$ cat config.mk
export PLATFORM = sky130hd
export DESIGN_NAME = sound_square_ctrl
export DESIGN_NICKNAME = d
export VERILOG_FILES = /design/src/rtl/sound_pkg.sv /design/src/rtl/sound_frame_seq.sv /design/src/rtl/sound_square_ctrl.sv
export SDC_FILE = /design/constraint.sdc
export NUM_CORES = 1
export LEC_CHECK = 0
export BUFFER_PORTS_ARGS = -buffer_cell sky130_fd_sc_hd__buf_2
export CORE_AREA = 10 10 105 107
export DETAILED_ROUTE_END_ITERATION = 10
export DIE_AREA = 0 0 115 117
export MAX_ROUTING_LAYER = met4
export SLEW_MARGIN = 0
export SYNTH_ARGS = -nofsm -noshare
export SYNTH_HDL_FRONTEND = slang
export SYNTH_HIERARCHICAL = 1
export SYNTH_SLANG_ARGS = --single-unit
$ cat constraint.sdc
create_clock -name clk -period 2.5 [get_ports clk]
set_input_delay 0.25 -clock clk [delete_from_list [all_inputs] [get_ports clk]]
set_output_delay 0.25 -clock clk [all_outputs]
set_load 0.03 [all_outputs]
$ cat src/rtl/sound_pkg.sv
// Shared constants for the sound channel controllers: register addresses,
// read masks and the frame-sequencer step decode.
package sound_pkg;

    localparam logic [7:0] NR10_ADDR = 8'h10;
    localparam logic [7:0] NR11_ADDR = 8'h11;
    localparam logic [7:0] NR12_ADDR = 8'h12;
    localparam logic [7:0] NR13_ADDR = 8'h13;
    localparam logic [7:0] NR14_ADDR = 8'h14;

    // Bits forced to 1 on read-back; NR13 is write-only.
    localparam logic [7:0] NR10_RMASK    = 8'h80;
    localparam logic [7:0] NR11_RMASK    = 8'h3F;
    localparam logic [7:0] NR12_RMASK    = 8'h00;
    localparam logic [7:0] NR13_RMASK    = 8'hFF;
    localparam logic [7:0] NR14_RMASK    = 8'hBF;
    localparam logic [7:0] UNMAPPED_READ = 8'hFF;

    // Bit i set means step i issues that tick.
    localparam logic [7:0] LEN_STEPS   = 8'b0101_0101;
    localparam logic [7:0] SWEEP_STEPS = 8'b0100_0100;
    localparam logic [7:0] ENV_STEPS   = 8'b1000_0000;

endpackage

$ cat src/rtl/sound_frame_seq.sv
// 512 Hz frame sequencer: prescaler, 3-bit step counter and registered
// one-cycle length / sweep / envelope ticks.
module sound_frame_seq
    import sound_pkg::*;
#(
    parameter int FRAME_DIV = 8192
) (
    input  logic clk,
    input  logic rst_n,
    input  logic apu_en,
    output logic clk_length_ctr,
    output logic clk_sweep,
    output logic clk_vol_env
);

    localparam int PW = (FRAME_DIV > 1) ? $clog2(FRAME_DIV) : 1;

    logic [PW-1:0] presc;
    logic [2:0]    step;
    logic [2:0]    step_nxt;
    logic          wrap;
    logic          len_q;
    logic          sweep_q;
    logic          env_q;

    assign wrap     = (presc == PW'(FRAME_DIV - 1));
    assign step_nxt = step + 3'd1;

    // Ticks are decoded from the step value being entered on the wrap edge.
    always_ff @(posedge clk or negedge rst_n) begin
        if (!rst_n) begin
            presc   <= '0;
            step    <= '0;
            len_q   <= 1'b0;
            sweep_q <= 1'b0;
            env_q   <= 1'b0;
        end else if (!apu_en) begin
            presc   <= '0;
            step    <= '0;
            len_q   <= 1'b0;
            sweep_q <= 1'b0;
            env_q   <= 1'b0;
        end else begin
            presc   <= wrap ? '0 : presc + PW'(1);
            if (wrap) step <= step_nxt;
            len_q   <= wrap & LEN_STEPS[step_nxt];
            sweep_q <= wrap & SWEEP_STEPS[step_nxt];
            env_q   <= wrap & ENV_STEPS[step_nxt];
        end
    end

    assign clk_length_ctr = len_q & apu_en;
    assign clk_sweep      = sweep_q & apu_en;
    assign clk_vol_env    = env_q & apu_en;

endmodule

$ cat src/rtl/sound_square_ctrl.sv
// Square/sweep tone channel controller: NR10-NR14 register file, masked
// read-back, retrigger pulse generator and frame-sequencer instance.
module sound_square_ctrl
    import sound_pkg::*;
#(
    parameter int FRAME_DIV = 8192,
    parameter int START_LEN = 2
) (
    input  logic        clk,
    input  logic        rst_n,
    input  logic        apu_en,
    input  logic [7:0]  addr,
    input  logic        wr,
    input  logic        rd,
    input  logic [7:0]  din,
    output logic [7:0]  dout,
    output logic [2:0]  sweep_time,
    output logic        sweep_decreasing,
    output logic [2:0]  num_sweep_shifts,
    output logic [1:0]  wave_duty,
    output logic [5:0]  length,
    output logic [3:0]  initial_volume,
    output logic        envelope_increasing,
    output logic [2:0]  num_envelope_sweeps,
    output logic [10:0] frequency,
    output logic        single,
    output logic        start,
    output logic        clk_length_ctr,
    output logic        clk_sweep,
    output logic        clk_vol_env
);

    localparam int SW = $clog2(START_LEN + 1);

    logic [6:0]    nr10;
    logic [7:0]    nr11;
    logic [7:0]    nr12;
    logic [7:0]    nr13;
    logic          nr14_single;
    logic [2:0]    nr14_freq_hi;
    logic [SW-1:0] start_cnt;
    logic          trigger;
    logic [7:0]    rd_val;

    assign trigger = wr & apu_en & (addr == NR14_ADDR) & din[7];

    always_ff @(posedge clk or negedge rst_n) begin
        if (!rst_n) begin
            nr10         <= '0;
            nr11         <= '0;
            nr12         <= '0;
            nr13         <= '0;
            nr14_single  <= 1'b0;
            nr14_freq_hi <= '0;
        end else if (!apu_en) begin
            nr10         <= '0;
            nr11         <= '0;
            nr12         <= '0;
            nr13         <= '0;
            nr14_single  <= 1'b0;
            nr14_freq_hi <= '0;
        end else if (wr) begin
            case (addr)
                NR10_ADDR: nr10 <= din[6:0];
                NR11_ADDR: nr11 <= din;
                NR12_ADDR: nr12 <= din;
                NR13_ADDR: nr13 <= din;
                NR14_ADDR: begin
                    nr14_single  <= din[6];
                    nr14_freq_hi <= din[2:0];
                end
                default: ;
            endcase
        end
    end

    // A trigger during an active pulse reloads the counter, stretching the pulse.
    always_ff @(posedge clk or negedge rst_n) begin
        if (!rst_n) begin
            start_cnt <= '0;
        end else if (!apu_en) begin
            start_cnt <= '0;
        end else if (trigger) begin
            start_cnt <= SW'(START_LEN);
        end else if (start_cnt != '0) begin
            start_cnt <= start_cnt - SW'(1);
        end
    end

    assign start = (start_cnt != '0) & apu_en;

    // Registers are gated by apu_en so reads in the disabling cycle already see zero.
    always_comb begin
        rd_val = UNMAPPED_READ;
        case (addr)
            NR10_ADDR: rd_val = ({1'b0, nr10} & {8{apu_en}}) | NR10_RMASK;
            NR11_ADDR: rd_val = (nr11 & {8{apu_en}}) | NR11_RMASK;
            NR12_ADDR: rd_val = (nr12 & {8{apu_en}}) | NR12_RMASK;
            NR13_ADDR: rd_val = (nr13 & {8{apu_en}}) | NR13_RMASK;
            NR14_ADDR: rd_val = ({1'b0, nr14_single, 3'b000, nr14_freq_hi} & {8{apu_en}})
                                | NR14_RMASK;
            default:   rd_val = UNMAPPED_READ;
        endcase
    end

    always_ff @(posedge clk or negedge rst_n) begin
        if (!rst_n) begin
            dout <= '0;
        end else if (rd) begin
            dout <= rd_val;
        end
    end

    assign sweep_time          = nr10[6:4];
    assign sweep_decreasing    = nr10[3];
    assign num_sweep_shifts    = nr10[2:0];
    assign wave_duty           = nr11[7:6];
    assign length              = nr11[5:0];
    assign initial_volume      = nr12[7:4];
    assign envelope_increasing = nr12[3];
    assign num_envelope_sweeps = nr12[2:0];
    assign frequency           = {nr14_freq_hi, nr13};
    assign single              = nr14_single;

    sound_frame_seq #(
        .FRAME_DIV(FRAME_DIV)
    ) u_frame_seq (
        .clk            (clk),
        .rst_n          (rst_n),
        .apu_en         (apu_en),
        .clk_length_ctr (clk_length_ctr),
        .clk_sweep      (clk_sweep),
        .clk_vol_env    (clk_vol_env)
    );

endmodule

# After elaboration in Yosys (flattened, before gate mapping)

Memory sizes are Yosys's and may differ from the RTL's.
Index checks and enable logic that the tools add are counted.

Bits in registers: 64
Memory bits (read-only): 24
Output and inout port bits: 47
Word-level logic and storage cells: 86
Memories: 3

Add/subtract/negate cells: 3
Magnitude comparators: 1
Equality and inequality tests: 14
Mux-type cells: 32
Bitwise logic cells: 14
Reduce and logical (&&, ||, !) cells: 6

Memories:

| memory          | words | bits a word | read ports | clocked after memory_dff | write ports | RTL line              | source |
|---|---|---|---|---|---|---|---|
| (no name shown) | 8     | 1           | 1          | 0                        | 0           | sound_frame_seq.sv:48 | `env_q <= wrap & ENV_STEPS[step_nxt];` |
| (no name shown) | 8     | 1           | 1          | 0                        | 0           | sound_frame_seq.sv:46 | `len_q <= wrap & LEN_STEPS[step_nxt];` |
| (no name shown) | 8     | 1           | 1          | 0                        | 0           | sound_frame_seq.sv:47 | `sweep_q <= wrap & SWEEP_STEPS[step_nxt];` |

Operator list:

| kind                  | count |
|---|---|
| $mux 8                | 9 |
| $eq 8x5->1 const B    | 5 |
| $pmux 8 s4            | 1 |
| $mux 13               | 2 |
| $mux 7                | 3 |
| $and 8x8->8           | 2 |
| $mux 3                | 5 |
| $and 7x7->7           | 2 |
| $ne 2x1->1 const B    | 7 |
| $add 13x1->13 const B | 1 |
| $eq 13x13->1 const B  | 1 |
| $and 1x1->1           | 10 |
| $reduce_and 2->1      | 5 |
| $mux 1                | 9 |
| $mux 2                | 3 |
| $lt 3x4->1 const B    | 1 |
| $add 3x1->3 const B   | 1 |
| $ne 3x2->1 const B    | 1 |
| $reduce_bool 2->1     | 1 |
| $sub 2x1->2 const B   | 1 |

# Depth between registers and ports, before layout

Gate-level depths: netlist (run 1).

Depth after elaboration: 5
Mapped depth: 6
Depth with buffers taken out: 5

# Modules after synthesis

Netlist (run 1), hierarchy kept.

Modules (own cells, without submodules):

| module            | times used | cells each | area each (sq um) | seq. area each (sq um) |
|---|---|---|---|---|
| sound_square_ctrl | 1          | 198        | 2130.8            | 1126.1 |
| sound_frame_seq   | 1          | 90         | 957.2             | 475.5 |

# Least setup slack after synthesis (run 1)

No wires, ideal clock.

Path kind: register -> register
Start point: register u_frame_seq.presc[0]
End point: register u_frame_seq.presc[11]
Setup time: 0.119 ns
Data arrival time: 1.443 ns
Path slack: 0.939 ns
Cell stages (with the launch flop): 7
Buffers on the path: 1
Period minus slack after synthesis: 1.561 ns
Cell sequence: dfrtp_1 > ha_1 > nand4_4 > nor4_4 > nand2b_1 > buf_6 > nor2_1

Cells in the longest elaborated chain, start to end: 3
Elaborated cells on any way between the ends: 4
Classes of those cells: 1 x add/sub; 1 x eq/ne; 2 x mux

Ends and longest elaborated chain:

| item                                          | RTL line                                     | source |
|---|---|---|
| start: declaration                            | sound_frame_seq.sv:18                        | `logic [PW-1:0] presc;` |
| start signal: assignment                      | sound_frame_seq.sv:44                        | `presc <= wrap ? '0 : presc + PW'(1);` |
| $add 13x1->13 or $eq 13x13->1 (tied branches) | sound_frame_seq.sv:44, sound_frame_seq.sv:26 |  |
| $mux 13 *                                     | sound_frame_seq.sv:44                        |  |
| $mux 13 *                                     | sound_frame_seq.sv:37                        | `end else if (!apu_en) begin` |

Every way passes the cells marked *; elsewhere a longest branch is shown, timed or not.
A chain may end at the register's enable or synchronous reset.

# Worst setup path after layout (run 1)

Start point: register u_frame_seq.presc[0]
End point: register u_frame_seq.presc[6]

Same word-level chain as after synthesis.

==> results.md, run 1 <==
* Leak Pwr at 2.04 nW
* Layout Cell Area excl Fill at roughly 0.0038 mm²
* Core area at between 0.009 and 0.01 mm²
* Htree depth at 3
* VDD IR max at roughly 260 µV
* Crit Path Class: flop to flop
* Simple logic cell fraction of the synthesized area at 0.207
* XOR/XNOR Fraction of Synth Area at 0.0397
* CTS tree: done
* WL/cell at about 15 µm
* Worst-Margin Slew at 0.772 ns
* Leading area contributor after synthesis: dfrtp_1
* Die Span Y at 117 µm
* Vias in the first global route at 2,330
* Die area at 0.0135 mm²
* Root buffer cell: clkbuf_8
* Nets at 383
* Post-synth EDFFs at 0
* R2R Setup Slk at roughly 0.60 ns
* Post-CTS Setup Inserts at 0
* Synth Area in Adders at 0.0203
* Final period utilization at 0.761
* Seq/Total Area, Yosys at 0.519
* TritonCTS buffer count at 9
* Initial cell density of the core at 0.342
* Distinct cells, synth at between 40 and 50
* DR iter-0 viols at 90
* Die width at 115 µm
* Vias per cell at 4.74
* Max Transition Viols Final at 0
* Dpl hpwl at 5380 µm
* Post-CTS Resized at 0
* Via count at about 2,200
* Area of the multi-input gates at 0.00139 mm²
* Total area of sequential cells at 0.00160 mm²
* CP startpoint kind: flop
* Syn_area_per_cell at between 10 and 15 µm²
* Synth top area share at 0.519
* CTS Hold Bufs at 1
* Area contributors post-synth: dfrtp_1 52%, mux2i_1 11%, nand2_1 6.8%
* DR DRC count at 0
* Most frequent cells in the layout: 67 x buf_2, 64 x dfrtp_1, 56 x nand2_1
* Crit. End Element: flop
* Tmin final at 1.90 ns
* Worst-Skew Late Latency at 0.33 ns
* Largest family of logic cells by synthesized area: simple AND/OR/NAND/NOR gates
* Commonest non-fill, non-tap cell in the layout: buf_2
* Max_cap viols at 0
* Final setup vio count at 0
* Dpl cell area at 0.00354 mm²
* Site row count at 35
* Setup Skew at 0.00624 ns
* TNS Setup at 0 ns
* Initial antenna violation count at 0
* Clock transition at path regs at 0.07 ns
* Fillers at ~900
* Synthesized area at 0.00309 mm²
* CP required at 2.70 ns
* Post-synthesis cell count at 288
* Final hold violations at 0
* Synthesized flop and latch total at 64
* Crit Path Max Fanout at 11
* Warnings from Yosys at 6
* Post-synthesis compound-gate area fraction at 0.0474
* # IOs at 68
* Fmax at 0.526 GHz
* RSZ-0062 raised after global routing: false
* Crit path DAT at between 2 and 2.5 ns
* Worst Hold Class: input pin to flop
* Routed Antenna Nets at 0
* Ys async rst share at 1.00
* Number of I/O port buffers at 67
* Routability Congestion at 0.788
* Total Routed Length at between 7000 and 8000 µm
* Slew Limit Headroom at 0.485
* CTS sink cnt at between 60 and 70
* Total global routing overflow at 0
* Diode count at 0
* DRT Pass-1 Iters at 4
* P per Cell Area at 628 mW/mm²
* Pin count of the biggest net entering global routing at 46
* Mux cell area share after synthesis at 0.135
* Share of cells above drive strength 1 at 0.301
* Outcome: complete, no violations
* Max Root-Sink Buffers at 2
* First-pass GRT wire length at about 12,000 µm
* Area Overhead vs Synth at 23.3%
* Most used DFF post-synth: dfrtp_1
* Synth Net Count at 314
* Gr usage total at 0.117
==> power by group <==
| group | total (mW) | switching, mW | internal (mW) |
|---|---|---|---|
| Clock | 1.11 | 0.398 | 0.715 |
| Combinational | 0.210 | 0.133 | 0.0775 |
| Sequential | 1.07 | 0.0139 | 1.05 |
| Total | 2.39 | 0.545 | 1.85 |
==> worst max-delay path, stage by stage, from the launching register on <==
cell	delay, ns
dfrtp_1	0.39
ha_1	0.27
nand4_4	0.16
nor4_4	0.41
nand2b_1	0.42
nor2_1	0.11
==> cell families after synthesis <==
kind of cell	after synthesis
AOI/OAI and AO/OA	21
xor gates and xnor gates	14
adders and majority gates	5
buffers and inverters	23
DFF	64
muxes	41
and+or+nand+nor	120
==> final timing paths <==
path	start	cells past startpoint	to
hold / removal	din[7]	2	start_cnt[0]
hold reg to reg	u_frame_seq/presc[0]	1	u_frame_seq/presc[0]
max in group asynchronous	rst_n	3	nr12[5]
setup / recovery	u_frame_seq/presc[0]	5	u_frame_seq/presc[6]
min in group asynchronous	rst_n	2	u_frame_seq/step[0]
setup reg to reg	u_frame_seq/presc[0]	5	u_frame_seq/presc[6]
==> registers in the layout (all words and copies together) (netlist names) <==
name and flops:
u_frame_seq/step 3, start_cnt 2, nr10 7, nr12 8, u_frame_seq/env_q 1, dout 8
u_frame_seq/presc 13, nr11 8, single 1, nr14_freq_hi 3, u_frame_seq/len_q 1, u_frame_seq/sweep_q 1
nr13 8
==> area by class of cell <==
cell class	count	area share
Clock buffer	11	0.0398
Clock inverter	5	0.0269
Inverter	8	0.00788
Multi-Input combinational cell	201	0.365
Sequential cell	64	0.421
Tap cell	111	0.0365
Timing Repair Buffer	73	0.104
==> per-stage QoR <==
stage | hold slack (ns) | cells | util | setup WS [ns] | power (mW)
floorplan | -0.0456 | 288 | - | 0.939 | 1.22
global placement | 0.360 | 456 | 0.393 | 0.683 | 1.29
detailed placement | 0.364 | 456 | 0.393 | 0.588 | 1.30
CTS | 0.113 | 473 | 0.422 | 0.565 | 2.42
global route | 0.117 | 473 | 0.422 | 0.368 | 2.51
finish | 0.131 | 473 | 0.422 | 0.599 | 2.39
==> synth_stat cells, types with 2 or more instances <==
library cell and instances:
dfrtp_1 64, nand2_1 56, mux2i_1 35, nor2_1 25, clkbuf_1 11, xnor2_1 10
inv_1 8, a31oi_1 7, and2_1 6, mux2_2 6, ha_1 5, nand3_1 4
nand3_2 4, xor2_1 4, and3_2 3, nor2b_1 3, nor3_1 3, a211oi_1 2
a21oi_1 2, buf_2 2, nand2b_1 2, nor4_1 2, o21ai_0 2
==> metal layers <==
layer / up-vias / GRT usage / wire, µm
met3: 9 / 0.0301 / 348
met1: 1065 / 0.149 / 3520
li1: 1120 / - / -
met4: 0 / 0.0520 / 147
met2: 48 / 0.170 / 3300
met5: - / - / 0
No activity file was read; power rests on OpenSTA's default activity.
==> inputs of run 2 (changes only) <==
Clock period 2.5 ns to 1.8 ns, I/O delays scaled along.
==> run 2 against run 1 <==
Sequential cell count unchanged. Sequential share of layout area down 0.18 points. Sequential power up 38%. Wire length up 2.8%. Non-clock buffer count up 2. Core utilization up 0.18 points. Count of clock-buffer cells in the layout down 2. Clock power up 38%. Combinational power up 40%. Die area unchanged. Critical path depth up 1.
==> results.md, run 2 (synthesis results as in run 1) <==
* Reg2reg path depth at 6 (+1)
* Worst Hold Class: input pin to flop
* CP max stage delay at 0.39 ns (-0.03 ns)
* Via count at 2,273 (+1.4%)
* Initial antenna violation count at 0 (unchanged)
* Final core occ at 0.424 (+0.00180)
* Final period utilization at 0.906 (+0.146)
* WP buf/inv at 1 (+1)
* Tmin final at 1.63 ns (-0.270 ns)
* Worst-Skew Late Latency at 0.36 ns (+0.03 ns)
* Layout Cell Area excl Fill at 0.00382 mm² (+0.43%)
* WL/cell at 15.8 µm (+2.4%)
* Leak Pwr at 2.05 nW (+0.28%)
* Final hold violations at 0 (unchanged)
* Commonest non-fill, non-tap cell in the layout: buf_2
* Crit-path cells: ha_1, nand4_4, nor4_4, buf_4, a21boi_0, o21a_1
* Share of cells above drive strength 1 at 0.305 (+0.00384)
* Routed Antenna Nets at 0 (unchanged)
* Worst-Margin Slew at 0.501 ns (-0.271 ns)
* CP required at 2.04 ns (-0.66 ns)
* Top Family by Delay on Critical Path: simple AND/OR/NAND/NOR gates
* Largest register FFs at 13 (unchanged)
* CP max-delay cell: dfrtp_1
* Die Span Y at 117 µm (unchanged)
* Total global routing overflow at 0 (unchanged)
* Die width at 115 µm (unchanged)
* TNS Setup at 0 ns (unchanged)
* Outcome: complete, no violations
* DRT Pass-1 Iters at 5 (+1)
* VDD IR max at 343 µV (+33%)
* Dpl hpwl at 5360 µm (-0.34%)
* Setup Skew at 0.00735 ns (+0.00112 ns)
* DR iter-0 viols at 96 (+6.7%)
* Slew Limit Headroom at 0.666 (+0.181)
* Post-route setup slack at 0.168 ns (-0.430 ns)
* Dpl cell area at 0.00357 mm² (+0.78%)
* Pin count of the biggest net entering global routing at 46 (unchanged)
* Most frequent cells in the layout: 67 x buf_2, 64 x dfrtp_1, 56 x nand2_1
* Fmax at 0.613 GHz (+17%)
* Crit path DAT at 1.87 ns (-0.23 ns)
* Max Root-Sink Buffers at 2 (unchanged)
* Initial cell density of the core at 0.342 (unchanged)
* Total Routed Length at 7520 µm (+2.8%)
* CTS sink cnt at 64 (unchanged)
* Crit. End Element: flop
* Post-CTS Resized at 0 (unchanged)
* Htree depth at 3 (unchanged)
* Total power at 3.31 mW (+38%)
* CTS tree: done
* RSZ-0062 raised after global routing: false
* Vias per cell at 4.79 (+0.96%)
* Root buffer cell: clkbuf_8
* First-pass GRT wire length at 12,000 µm (-1.1%)
* Max_cap viols at 0 (unchanged)
* Worst path depth at 6 (+1)
* Die area at 0.0135 mm² (unchanged)
* Number of I/O port buffers at 67 (unchanged)
* Routability Congestion at 0.783 (-0.66%)
* Clock transition at path regs at 0.08 ns (about the same)
* Hold path depth at 2 (unchanged)
* Pre-CTS WS at 0.179 ns (-0.409 ns)
* Nets at 385 (+0.52%)
* TritonCTS buffer count at 9 (unchanged)
* Crit Path Class: flop to flop
* DR DRC count at 0 (unchanged)
* Max Transition Viols Final at 0 (unchanged)
* P per Cell Area at 865 mW/mm² (+38%)
* Gr usage total at 0.117 (+0.000351)
* Site row count at 35 (unchanged)
* CP startpoint kind: flop
* # IOs at 68 (unchanged)
* Most flop-heavy register: u_frame_seq/presc
* Diode count at 0 (unchanged)
* Core area at 0.00902 mm² (unchanged)
* R2R Setup Slk at 0.17 ns (-0.43 ns)
* Area Overhead vs Synth at 23.9%
* Final setup vio count at 0 (unchanged)
* Crit Path Max Fanout at 7 (-4)
* Vias in the first global route at 2,313 (-0.73%)
==> run 2: cell types whose count changed in the layout (fill, tap and decap cells not counted) <==
cell and change:
buf_12 +1, clkinvlp_4 +1, buf_4 +1, clkbuf_8 -2, inv_6 +1
==> run 2: power breakdown <==
group	internal (mW)	total (mW)	switching, mW
logic	0.112	0.294	0.182
clock network	0.922	1.53	0.612
registers	1.46	1.48	0.0167
==> run 2: area by class of cell <==
cell class / count / area, µm²
inverters: 8 / 30.0
well taps: 111 / 139
repair buffers: 75 / 423
clock inverters: 7 / 119
fillers: 916 / 5200
multi-input cells: 201 / 1390
clock buffers: 9 / 124
flip-flops and latches: 64 / 1600
==> run 2: per-stage QoR <==
stage	hold WS, ns	instances
2_1_floorplan	-0.116	288
3_3_place_gp	0.165	458
3_5_place_dp	0.166	458
4_1_cts	0.0282	475
5_1_grt	0.0418	475
6_report	0.0388	475
==> run 2: worst paths after layout <==
path | start | endpoint
max | u_frame_seq/presc[0] | u_frame_seq/step[2]
min | din[7] | start_cnt[0]
max reg2reg | u_frame_seq/presc[0] | u_frame_seq/step[2]
min reg2reg | u_frame_seq/presc[0] | u_frame_seq/presc[0]
max in group asynchronous | rst_n | nr12[3]
min in group asynchronous | rst_n | u_frame_seq/step[0]
==> run 2: timing repair <==
action                                  in CTS  in global routing
hold buffers                                 1                  0
endpoints found under the setup margin       0                  0
buffers inserted                             0                  0
endpoints found under the hold margin       19                  0
==> run 2: per-layer routing <==
layer,up-vias,wire length [µm],track usage
met2,42,3450,0.172
li1,1114,-,-
met4,0,146,0.0644
met3,10,286,0.0250
met5,-,0,-
met1,1107,3640,0.147
==> inputs of run 3 (changes only) <==
Clock period 1.8 ns to 1.5 ns, I/O delays scaled along.
==> run 3 against run 2 <==
Register-to-register slack got worse by 0.10 ns. Global-route usage rose by 0.18 points. Clock power barely moved. Critical path depth did not move. Cell count rose by 1.7%. Combinational power rose by 32%. Power rose by 12%. Critical path type unchanged. Largest power group is now registers. Highest routed layer unchanged.
==> results.md, run 3 (synthesis results as in run 1) <==
* Pin count of the biggest net entering global routing at 65 (+41%)
* Routed Antenna Nets at 0 (unchanged)
* Crit. End Element: flop
* Largest register FFs at 13 (unchanged)
* RR Startpoint: u_frame_seq/presc[1]
* DR DRC count at 0 (unchanged)
* TNS Setup at 0 ns (unchanged)
* Final core occ at 0.431 (+0.00694)
* Crit Path Max Fanout at 6 (-1)
* Fillers at 895 (-2.3%)
* Leak Pwr at 2.08 nW (+1.3%)
* Outcome: complete, no violations
* Worst Hold Class: input pin to flop
* Clock transition at path regs at 0.07 ns (about the same)
* Worst-Skew Late Latency at 0.35 ns (about the same)
* Vias in the first global route at 2,395 (+3.5%)
* Dpl hpwl at 5470 µm (+2.0%)
* Gr usage total at 0.119 (+0.00177)
* Die area at 0.0135 mm² (unchanged)
* First-pass GRT wire length at 12,200 µm (+1.8%)
* Reg2reg path depth at 6 (unchanged)
* Die width at 115 µm (unchanged)
* P per Cell Area at 949 mW/mm² (+9.8%)
* Share of cells above drive strength 1 at 0.328 (+0.0230)
* Initial cell density of the core at 0.342 (unchanged)
* Total Routed Length at 7490 µm (-0.40%)
* Crit path DAT at 1.68 ns (-0.19 ns)
* WL/cell at 15.5 µm (-2.0%)
* DRT Pass-1 Iters at 5 (unchanged)
* DP Cell Count at 465 (+1.5%)
* Max Root-Sink Buffers at 2 (unchanged)
* Worst-Margin Slew at 0.375 ns (-0.126 ns)
* Fmax at 0.698 GHz (+14%)
* Nets at 393 (+2.1%)
* CP startpoint kind: flop
* CP required at 1.75 ns (-0.29 ns)
* CTS tree: done
* Number of I/O port buffers at 67 (unchanged)
* Setup Skew at 0.0102 ns (+0.00283 ns)
* Worst setup path end: u_frame_seq/step[0]
* Routability Congestion at 0.769 (-1.7%)
* Htree depth at 3 (unchanged)
* Most flop-heavy register: u_frame_seq/presc
* Setup crit start: u_frame_seq/presc[1]
* Root buffer cell: clkbuf_8
* Slew Limit Headroom at 0.750 (+0.0842)
* # IOs at 68 (unchanged)
* Final hold violations at 0 (unchanged)
* Max_cap viols at 0 (unchanged)
* Crit Path Class: flop to flop
* CTS sink cnt at 64 (unchanged)
* DR iter-0 viols at 99 (+3.1%)
* Die Span Y at 117 µm (unchanged)
* Most frequent cells in the layout: 66 x buf_2, 64 x dfrtp_1, 56 x nand2_1
* Via count at 2,291 (+0.79%)
* Max Transition Viols Final at 0 (unchanged)
* R2R Setup Slk at 0.07 ns (-0.10 ns)
* Commonest non-fill, non-tap cell in the layout: buf_2
* VDD IR max at 366 µV (+6.8%)
* Cell Count, Final, Fillers Out at 483 (+1.7%)
* Core area at 0.00902 mm² (unchanged)
* Site row count at 35 (unchanged)
* Final period utilization at 0.955 (+0.0482)
* Final setup vio count at 0 (unchanged)
* Area Overhead vs Synth at 25.9%
* Reg2reg end: u_frame_seq/step[0]
* Vias per cell at 4.74 (-0.88%)
* Diode count at 0 (unchanged)
* Initial antenna violation count at 0 (unchanged)
* TritonCTS buffer count at 9 (unchanged)
* Total global routing overflow at 0 (unchanged)
* Tmin final at 1.43 ns (-0.200 ns)
==> run 3: changes by cell type in the layout (fill, tap and decap cells not counted), sizes merged <==
| cell | delta |
|---|---|
| clkbuf | +1 |
| bufinv | -2 |
| clkinv | +1 |
| dlygate4sd3 | +1 |
| buf | +7 |
==> run 3: routing by layer <==
layer,track usage,wire length (µm),vias up
met5,-,0,-
met4,0.0644,161,0
met3,0.0183,231,13
met2,0.170,3400,51
met1,0.157,3700,1091
li1,-,-,1136
==> run 3: what timing repair did <==
item | 4_1_cts | 5_1_grt
buffers inserted | 0 | 0
gates resized for setup | 2 | 5
hold buffers | 2 | 0
hold endpoints to repair | 65 | 0
pin swaps | 0 | 0
endpoints found under the setup margin | 3 | 17
==> run 3: layout make-up <==
class	count	area [µm²]	area share
sequential	64	1600	0.412
multi-input combinational	201	1420	0.366
timing repair buffer	83	488	0.126
tap	111	139	0.0357
clock buffer	10	138	0.0354
clock inverter	6	67.6	0.0174
inverter	8	30.0	0.00772
==> run 3: worst min path at each step <==
| stage | startpoint | end | slack [ns] | cells past startpoint |
|---|---|---|---|---|
| final | din[3] | nr13[3] | 0.15 | 3 |
| after global routing | din[0] | nr11[0] | 0.17 | 3 |
| after CTS | din[3] | nr13[3] | 0.15 | 3 |
| after detailed placement | rst_n | start_cnt[0] | 0.19 | 2 |
| after global placement | rst_n | start_cnt[1] | 0.19 | 2 |
| after floorplan | rst_n | dout[0] | -0.15 | 0 |
==> run 3: metrics by stage <==
step | setup slack (ns) | hold WS [ns] | total power, mW | area, µm²
floorplan | 0.0157 | -0.146 | 2.03 | 3090
global placement | 0.0684 | 0.189 | 2.18 | 3620
detailed placement | -0.0254 | 0.194 | 2.18 | 3620
CTS | 0.00401 | 0.146 | 3.74 | 3860
global route | -0.00291 | 0.167 | 3.89 | 3890
finish | 0.0680 | 0.151 | 3.69 | 3890
==> run 3: report_power, final <==
part,internal (mW),total (mW),switching (mW)
Combinational,0.156,0.388,0.232
Clock,0.817,1.52,0.707
Sequential,1.76,1.78,0.0225
Total,2.73,3.69,0.962
==> run 3: worst max-delay path, cell delays in order, from the launching register on <==
cell     delay (ns)
dfrtp_1        0.41
ha_4           0.18
nand4_4        0.15
nor4_4         0.19
buf_4          0.19
xnor2_2        0.06
and2_1         0.15
